$ cat config.mk
export PLATFORM = sky130hd
export DESIGN_NAME = mem_port_arbiter
export DESIGN_NICKNAME = d
export VERILOG_FILES = /design/src/rtl/mem_port_arbiter.sv
export SDC_FILE = /design/constraint.sdc
export NUM_CORES = 1
export LEC_CHECK = 0
export CORE_AREA = 4 4 116 118
export DETAILED_ROUTE_END_ITERATION = 6
export DIE_AREA = 0 0 120 122
export PLACE_DENSITY = 0.83
export SLEW_MARGIN = 20
export SYNTH_ARGS = -nofsm -noshare
export SYNTH_HDL_FRONTEND = slang
export SYNTH_SLANG_ARGS = --single-unit
$ cat constraint.sdc
create_clock -name clk -period 2.2 [get_ports clk]
set_input_delay 0.33 -clock clk [delete_from_list [all_inputs] [get_ports clk]]
set_output_delay 0.33 -clock clk [all_outputs]
set_load 0.02 [all_outputs]
$ cat src/rtl/mem_port_arbiter.sv
// Data-memory port arbiter: the CPU memory stage has priority, the word-stream loader fills idle slots
// and gets forced bursts when starved. Optional statistics counters are enabled by MEM_ARB_STATS_EN.
module mem_port_arbiter #(
  parameter logic [31:0] EXT_BASE     = 32'h0001_0000,
  parameter int          EXT_WORDS    = 64,
  parameter int          STARVE_LIMIT = 4,
  parameter int          BURST_LEN    = 4,
  parameter logic [1:0]  WORD_SEL     = 2'b00
) (
  input  logic        clk,
  input  logic        rst,
  input  logic        cpu_req,
  input  logic        cpu_we,
  input  logic [31:0] cpu_addr,
  input  logic [31:0] cpu_wdata,
  input  logic [1:0]  cpu_byte_sel,
  output logic        cpu_stall,
  output logic [31:0] cpu_rdata,
  input  logic        ext_valid,
  input  logic [31:0] ext_data,
  output logic        ext_ready,
  input  logic        ext_clear,
  output logic        ext_wrap,
  output logic [31:0] mem_addr,
  output logic        mem_we,
  output logic [31:0] mem_wdata,
  output logic [1:0]  mem_byte_sel,
  input  logic [31:0] mem_rdata,
  output logic [31:0] stall_cycles,
  output logic [31:0] ext_beats
);

  typedef enum logic {OWN_CPU, OWN_EXT} owner_t;

  localparam int                WAIT_W    = $clog2(STARVE_LIMIT + 1);
  localparam int                BEAT_W    = $clog2(BURST_LEN + 1);
  localparam logic [WAIT_W-1:0] WAIT_LAST = WAIT_W'(STARVE_LIMIT - 1);
  localparam logic [BEAT_W-1:0] BEAT_LAST = BEAT_W'(BURST_LEN - 1);
  localparam logic [31:0]       EXT_LAST  = EXT_BASE + 32'(4 * (EXT_WORDS - 1));

  owner_t            owner, owner_nxt;
  logic [WAIT_W-1:0] wait_cnt, wait_nxt;
  logic [BEAT_W-1:0] beat_cnt, beat_nxt;
  logic [31:0]       ext_addr;
  logic              loader_port;
  logic              beat;

  assign cpu_rdata = mem_rdata;
  assign beat      = ext_valid & ext_ready;

  // NOTE: every signal gets a default before the case so no path leaves it unassigned (no latches).
  always_comb begin
    owner_nxt    = owner;
    wait_nxt     = wait_cnt;
    beat_nxt     = beat_cnt;
    cpu_stall    = 1'b0;
    ext_ready    = 1'b0;
    loader_port  = 1'b0;
    mem_addr     = cpu_addr;
    mem_we       = 1'b0;
    mem_wdata    = cpu_wdata;
    mem_byte_sel = cpu_byte_sel;

    unique case (owner)
      OWN_CPU: begin
        wait_nxt = '0;
        if (cpu_req) begin
          mem_we = cpu_we;
          if (ext_valid) begin
            // The cycle that hits the limit still serves the CPU; the burst starts next cycle.
            if (wait_cnt == WAIT_LAST) owner_nxt = OWN_EXT;
            else                       wait_nxt  = wait_cnt + 1'b1;
          end
        end else if (ext_valid) begin
          loader_port = 1'b1;
          ext_ready   = 1'b1;
        end
      end
      OWN_EXT: begin
        loader_port = 1'b1;
        ext_ready   = 1'b1;
        cpu_stall   = cpu_req;
        if (!ext_valid || beat_cnt == BEAT_LAST) begin
          owner_nxt = OWN_CPU;
          beat_nxt  = '0;
        end else begin
          beat_nxt  = beat_cnt + 1'b1;
        end
      end
      default: owner_nxt = OWN_CPU;
    endcase

    if (loader_port) begin
      mem_addr     = ext_addr;
      mem_we       = ext_valid;
      mem_wdata    = ext_data;
      mem_byte_sel = WORD_SEL;
    end
  end

  // NOTE: sequential state uses non-blocking assignments so every register samples pre-edge values.
  always_ff @(posedge clk or posedge rst) begin
    if (rst) begin
      owner    <= OWN_CPU;
      wait_cnt <= '0;
      beat_cnt <= '0;
      ext_addr <= EXT_BASE;
      ext_wrap <= 1'b0;
    end else begin
      owner    <= owner_nxt;
      wait_cnt <= wait_nxt;
      beat_cnt <= beat_nxt;
      ext_wrap <= beat && !ext_clear && ext_addr == EXT_LAST;
      if (ext_clear || (beat && ext_addr == EXT_LAST)) ext_addr <= EXT_BASE;
      else if (beat)                                   ext_addr <= ext_addr + 32'd4;
    end
  end

`ifdef MEM_ARB_STATS_EN
  always_ff @(posedge clk or posedge rst) begin
    if (rst) begin
      stall_cycles <= '0;
      ext_beats    <= '0;
    end else begin
      if (cpu_stall && stall_cycles != '1) stall_cycles <= stall_cycles + 32'd1;
      if (beat && ext_beats != '1)         ext_beats    <= ext_beats + 32'd1;
    end
  end
`else
  assign stall_cycles = '0;
  assign ext_beats    = '0;
`endif

endmodule

==> impl_results.md, run 1 <==
- Status: completed
- Yosys reg bits: 38
- CTS tree: done
- Tmin final: 2.15 ns
- Initial antenna violation count: 0
- Sequential cell area fraction in the yosys report: a little over a quarter
- Root Buffer: clkbuf_16
- Critical path peak fanout: 7
- Hold Buf Count CTS: 0
- Critical path's slowest cell: dfrtp_1
- Worst-margin pin slew: approximately 0.50 ns
- Io pins: 302
- Maximum vdd drop: around 0.35 mV
- Vias in the first global route: 3082
- Crit-path cells: a21oi_4 > buf_6 > buf_4 > mux2_2 > clkdlybuf4s15_1
- Die X: ~120 um
- Max Cap Viol: 0
- Relative slew slack: about two thirds
- Routed wire per std cell: 15.8 um
- Setup TNS: 0 ns
- EDFF count, synth: 0
- Post-synth ARST share: between 90% and 100%
- Initial core utilization: between 20 and 30%
- Cell Area, Synth: roughly 3600 um2
- First-pass GRT wire length: roughly 17000 um
- Drt drc: 0
- Setup violations, final: 0
- TritonRoute pass-1 iters: 5
- Share of layout cells above drive strength 1: 23.9%
- Power per cell area: roughly 470 nW/um2
- Total track usage: about 14%
- Full die area: about 15000 um2
- Synth Flop Type: dfrtp_1
- TritonCTS Sinks: 38
- Setup WS pre-CTS: -0.456 ns
- Largest net degree at the start of global routing: 39
- YS warnings: 0
- Number of max-slew violations in the final report: 0
- CTS clk-pin slew, worst paths: 0.06 ns
- Std cell rows: 41
- Antenna-violating nets left: 0
- Crit path arrival time: 1.82 ns
- GPL Wtd Cong: about 0.82
- Mean Syn Cell Area: about 9 um2
- Drt initial violations: between 100 and 150
- Worst setup margin: ~0.053 ns
- Crit Path Category: flip-flop to output pin
- Leak: around 2.4 nW
- IO Port Bufs: 173
- RSZ-0062 raised after global routing: true
- Antenna Cells: 0
- Final Skew: just under 0.007 ns
- Via count: between 3k and 4k
- DR vias/cell: about 4.4
- Layout area overhead: 48.2%
- TritonCTS buffer count: 5
- Worst Path Buf+Inv: 3
- Yosys cell types: between 40 and 50
- Clock buffer depth: 2
- Data required, critical path: about 1.9 ns
- Worst hold path type: primary input to async pin
- Clk_lat worst skew: around 0.29 ns
- Grt ovf: 0
- Core footprint: 12500 um2
- Startpoint Class: flip-flop
- H-tree levels: 2
- Die Ht: ~120 um
- Critical Path End Type: output pin
- Period utilization: 97.6%
- Routed Wire Length: 11400 um
- Synth Instances: roughly 400
- Top Family by Delay on Critical Path: buffers and inverters
- Final HPWL DP: 8990 um
- Hold Vio Cnt, Final: 0
- Worst path max stage delay: 0.41 ns
- Nets: ~690
- Highest clock rate: about 470 MHz
==> routing by layer <==
layer / track usage [%] / up-vias / wire length (um)
met2: 26.2 / 150 / 5860
met3: 3.02 / 20 / 888
li1: - / 1512 / -
met4: 3.87 / 0 / 133
met5: 0 / - / 0
met1: 17.4 / 1501 / 4570
==> cell usage in the layout (no fill, tap or decap), types with 2 or more instances in the layout <==
master	count
mux2_2	60
and4_1	2
clkbuf_16	6
nand2_1	16
clkdlybuf4s15_1	23
or3_1	7
clkbuf_2	15
o22ai_1	2
buf_2	3
nor3_1	7
o21ai_0	12
nand3_2	2
and2_1	5
a21oi_1	3
nor4_1	8
nor2_1	31
dlygate4sd2_1	26
xor2_1	10
xnor2_1	9
dlymetal6s2s_1	2
ha_1	5
clkdlybuf4s50_1	103
nand3_1	12
mux2i_1	2
inv_1	10
buf_4	20
bufinv_16	2
nand4_1	11
conb_1	64
buf_6	3
nand2b_1	4
or2_2	2
dfrtp_1	37
and3_1	3
a21oi_2	6
==> final timing paths <==
kind	from	endpoint	slack, ns	depth (start not counted)
worst max register to register	ext_addr[16]	ext_addr[27]	0.27	6
worst min-delay path	rst	beat_cnt[2]	0.46	3
min in group clk	wait_cnt[2]	wait_cnt[2]	0.48	1
worst max-delay path	owner	mem_wdata[5]	0.05	5
max in group asynchronous	rst	ext_addr[16]	1.36	3
worst min register to register	wait_cnt[2]	wait_cnt[2]	0.48	1
==> kinds of logic (layout without fill, tap and decap cells) <==
logic type	after synthesis	after routing	synth area share [%]
AO/OA/AOI/OAI	30	30	5.46
flip-flops	38	38	26.6
adder cells (fa/ha/maj)	5	5	1.75
buffers and inverters	124	218	24.3
multiplexers	62	62	19.5
AND/OR/NAND/NOR	117	117	17.7
other	1	64	0.105
XOR/XNOR	19	19	4.65
==> per-stage QoR <==
step	power [mW]	util [%]	area (um2)	hold slack, ns	cells
2_1_floorplan	1.33	-	3810	0.396	459
3_3_place_gp	1.58	41.0	5110	0.463	712
3_5_place_dp	1.58	41.0	5110	0.470	712
4_1_cts	2.49	42.6	5310	0.483	724
5_1_grt	2.58	42.5	5300	0.513	725
6_report	2.48	42.5	5300	0.461	725
==> registers in the layout, indices dropped and copies added (netlist names) <==
name / count
beat_cnt: 3
ext_wrap: 1
owner: 1
wait_cnt: 3
ext_addr: 30
==> power breakdown <==
group | switching [mW] | internal (mW) | total [mW]
registers | 0.0138 | 0.717 | 0.731
logic | 0.407 | 0.397 | 0.804
clock network | 0.293 | 0.651 | 0.944
==> repair_timing <==
item / CTS / global route
setup buffers: 2 / 0
cloned: 2 / 1
resized for setup: 87 / 56
endpoints found under the setup margin: 67 / 34
==> cells in the mapped netlist (2+ instances only) <==
| library cell | instances | area share (%) |
|---|---|---|
| nor3_1 | 7 | 0.98 |
| nand3_1 | 12 | 1.7 |
| nand4_1 | 11 | 1.9 |
| or2_2 | 2 | 0.35 |
| clkbuf_1 | 7 | 0.73 |
| nor2_1 | 31 | 3.3 |
| nand2_1 | 16 | 1.7 |
| and4_1 | 2 | 0.49 |
| xnor2_1 | 9 | 2.2 |
| xor2_1 | 10 | 2.4 |
| nand3_2 | 2 | 0.56 |
| o22ai_1 | 2 | 0.35 |
| inv_1 | 11 | 1.2 |
| buf_2 | 3 | 0.42 |
| nand2b_1 | 4 | 0.70 |
| buf_6 | 4 | 1.3 |
| buf_4 | 98 | 21 |
| mux2_2 | 60 | 19 |
| a21oi_1 | 4 | 0.56 |
| ha_1 | 5 | 1.7 |
| mux2i_1 | 2 | 0.56 |
| and3_1 | 3 | 0.52 |
| dfrtp_1 | 37 | 26 |
| or3_1 | 7 | 1.2 |
| nor4_1 | 8 | 1.4 |
| a21oi_2 | 6 | 1.5 |
| o21ai_0 | 12 | 1.7 |
| and2_1 | 5 | 0.87 |
==> worst min-delay path, cell delays in order <==
cell and delay (ns):
clkdlybuf4s50_1 0.39, inv_1 0.05, buf_4 0.41
==> area by class of cell <==
class | instances | area, um2
Clock buffer | 5 | 125
Inverter | 11 | 41.3
Sequential cell | 38 | 952
Multi-Input combinational cell | 297 | 2000
Timing Repair Buffer | 199 | 1890
Fill cell | 1256 | 7170
Clock inverter | 3 | 68.8
Tap cell | 172 | 215
(Power assumes the default switching activity.)
==> run 2, diff against run 1 <==
--- a/config.mk
+++ b/config.mk
@@ -5,10 +5,10 @@
 export SDC_FILE = /design/constraint.sdc
 export NUM_CORES = 1
 export LEC_CHECK = 0
-export CORE_AREA = 4 4 116 118
+export CORE_AREA = 4 4 114 116
 export DETAILED_ROUTE_END_ITERATION = 6
-export DIE_AREA = 0 0 120 122
-export PLACE_DENSITY = 0.83
+export DIE_AREA = 0 0 118 120
+export PLACE_DENSITY = 0.86
 export SLEW_MARGIN = 20
 export SYNTH_ARGS = -nofsm -noshare
 export SYNTH_HDL_FRONTEND = slang
==> constraint.sdc (replaced) <==
create_clock -name clk -period 2.75 [get_ports clk]
set_input_delay 0.4125 -clock clk [delete_from_list [all_inputs] [get_ports clk]]
set_output_delay 0.4125 -clock clk [all_outputs]
set_load 0.02 [all_outputs]
==> run 2 against run 1 <==
  * Critical path depth is 1 higher
  * Cell count fell by 5.7%
  * First-iteration DRC count fell by 25%
==> impl_results.md, run 2 (synthesis gave the netlist of run 1 again) <==
- Fin util: 43.3% (+0.78 points)
- DR vias/cell: 4.46 (+1.5%)
- Initial antenna violation count: 0 (unchanged)
- Share of layout cells above drive strength 1: 18.2% (-5.6 points)
- Routed Wire Length: 11100 um (-3.2%)
- Number of max-slew violations in the final report: 0 (unchanged)
- Critical Path End Type: output pin
- Crit Path Category: primary input to output pin
- Relative slew slack: 65.4% (-0.96 points)
- Worst hold path type: flip-flop to flip-flop
- Final Skew: 0.00471 ns (-0.00223 ns)
- TritonCTS buffer count: 5 (unchanged)
- Antenna-violating nets left: 0 (unchanged)
- Worst-margin pin slew: 0.519 ns (+0.0143 ns)
- IO Port Bufs: 173 (unchanged)
- Most flop-heavy register: ext_addr
- H-tree levels: 2 (unchanged)
- TritonCTS Sinks: 38 (unchanged)
- Fillcell total: 1158 (-7.8%)
- Initial core utilization: 30.0% (+1.3 points)
- CTS tree: done
- Placed insts: 676 (-5.1%)
- Critical path peak fanout: 17 (+10)
- Data required, critical path: 2.34 ns (+0.47 ns)
- Die Ht: 120 um (-1.6%)
- Core footprint: 11900 um2 (-4.4%)
- Status: completed
- Full die area: 14200 um2 (-3.3%)
- Largest net degree at the start of global routing: 54 (+38%)
- First-pass GRT wire length: 16900 um (+0.70%)
- Reg area: 952 um2 (unchanged)
- Total track usage: 14.9% (+0.37 points)
- CTS clk-pin slew, worst paths: 0.05 ns (about the same)
- Most frequent cells in the layout: 130 x clkdlybuf4s50_1, 64 x conb_1, 60 x mux2_2
- Power per cell area: 350 nW/um2 (-25%)
- GPL Wtd Cong: 0.787 (-4.5%)
- Flip-flop count of the largest register after layout: 30 (unchanged)
- Crit path arrival time: 2.26 ns (+0.44 ns)
- Leak: 2.32 nW (-2.6%)
- Std cell rows: 40 (-2.4%)
- Layout Cells excl Fill: 684 (-5.7%)
- Layout area overhead: 44.2%
- Drt drc: 0 (unchanged)
- Max Cap Viol: 0 (unchanged)
- TritonRoute pass-1 iters: 4 (-1)
- Hold slack: 0.483 ns (+0.0222 ns)
- Vias in the first global route: 3034 (-1.6%)
- Multi-input gate area: 2000 um2 (unchanged)
- Via count: 3048 (-4.2%)
- Clk_lat worst skew: 0.28 ns (about the same)
- Hold Vio Cnt, Final: 0 (unchanged)
- Pwr Total: 1.80 mW (-27%)
- Final HPWL DP: 9150 um (+1.8%)
- Largest regs: ext_addr x30, beat_cnt x3, wait_cnt x3
- Die X: 118 um (-1.7%)
- RSZ-0062 raised after global routing: true
- Drt initial violations: 95 (-25%)
- Setup violations, final: 0 (unchanged)
- Commonest non-fill, non-tap cell in the layout: clkdlybuf4s50_1
- Grt ovf: 0 (unchanged)
- Highest clock rate: between 300 and 400 MHz
- Root Buffer: clkbuf_16
- Maximum vdd drop: 0.252 mV (-28%)
- Clock buffer depth: 2 (unchanged)
- Nets: 677 (-2.3%)
- Startpoint Class: primary input
- Io pins: 302 (unchanged)
- Period utilization: a little over nine tenths
- Routed wire per std cell: 16.2 um (+2.6%)
- Antenna Cells: 0 (unchanged)
- Tmin final: between 2 and 3 ns
-- run 2: cell count changes in the layout (fill, tap and decap cells not counted), sizes merged --
cell	before	now
bufbuf	1	0
dlygate4sd2	26	29
dlymetal6s2s	2	12
clkdlybuf4s50	103	130
clkbuf	21	6
buf	28	12
clkinvlp	0	1
clkdlybuf4s15	23	0
bufinv	2	0
-- run 2: metal layers --
layer  global-route usage [%]  wire (um)  share of wire (%)
met1                     17.7       4590                 41
met3                     4.48        850                7.7
met4                     3.81        174                1.6
met2                     26.1       5460                 49
met5                        0          0                  0
-- run 2: report_power, final --
group          internal, mW  switching, mW
Clock                 0.359          0.221
Sequential            0.574         0.0100
Combinational         0.321          0.319
Total                  1.25          0.550
-- run 2: stage by stage --
step / setup TNS, ns / worst slack, ns / instance area [um2]
after floorplan: 0 / 0.698 / 3810
after global placement: -0.161 / -0.0592 / 5010
after detailed placement: -0.375 / -0.0838 / 5010
after CTS: -0.0116 / -0.00686 / 5120
after global routing: -0.00588 / -0.00588 / 5160
final: 0 / 0.0727 / 5160
-- run 2: what timing repair did --
| action | CTS | global route |
|---|---|---|
| endpoints found under the setup margin | 31 | 29 |
| resized for setup | 29 | 13 |
| buffers inserted | 0 | 0 |
| hold buffers | 0 | 0 |
-- run 2: worst paths after layout --
check | slack [ns] | end | startpoint | cells past startpoint
max | 0.07 | mem_addr[14] | cpu_req | 6
min | 0.48 | wait_cnt[2] | wait_cnt[2] | 1
max reg2reg | 0.81 | ext_addr[29] | ext_addr[8] | 5
min reg2reg | 0.48 | wait_cnt[2] | wait_cnt[2] | 1
max in group asynchronous | 1.85 | ext_addr[16] | rst | 3
min in group asynchronous | 0.55 | wait_cnt[1] | rst | 3
-- run 2: critical path, stage by stage --
cell and delay, ns:
clkdlybuf4s50_1 0.48, inv_1 0.08, a21oi_4 0.17, buf_6 0.21, mux2_2 0.36, clkdlybuf4s50_1 0.54
-- run 2: layout make-up --
cell class	count	area share, %
clock inverters	2	0.243
flip-flops and latches	38	18.5
well taps	147	3.57
inverters	11	0.801
multi-input cells	297	38.8
clock buffers	6	2.69
repair buffers	183	35.4
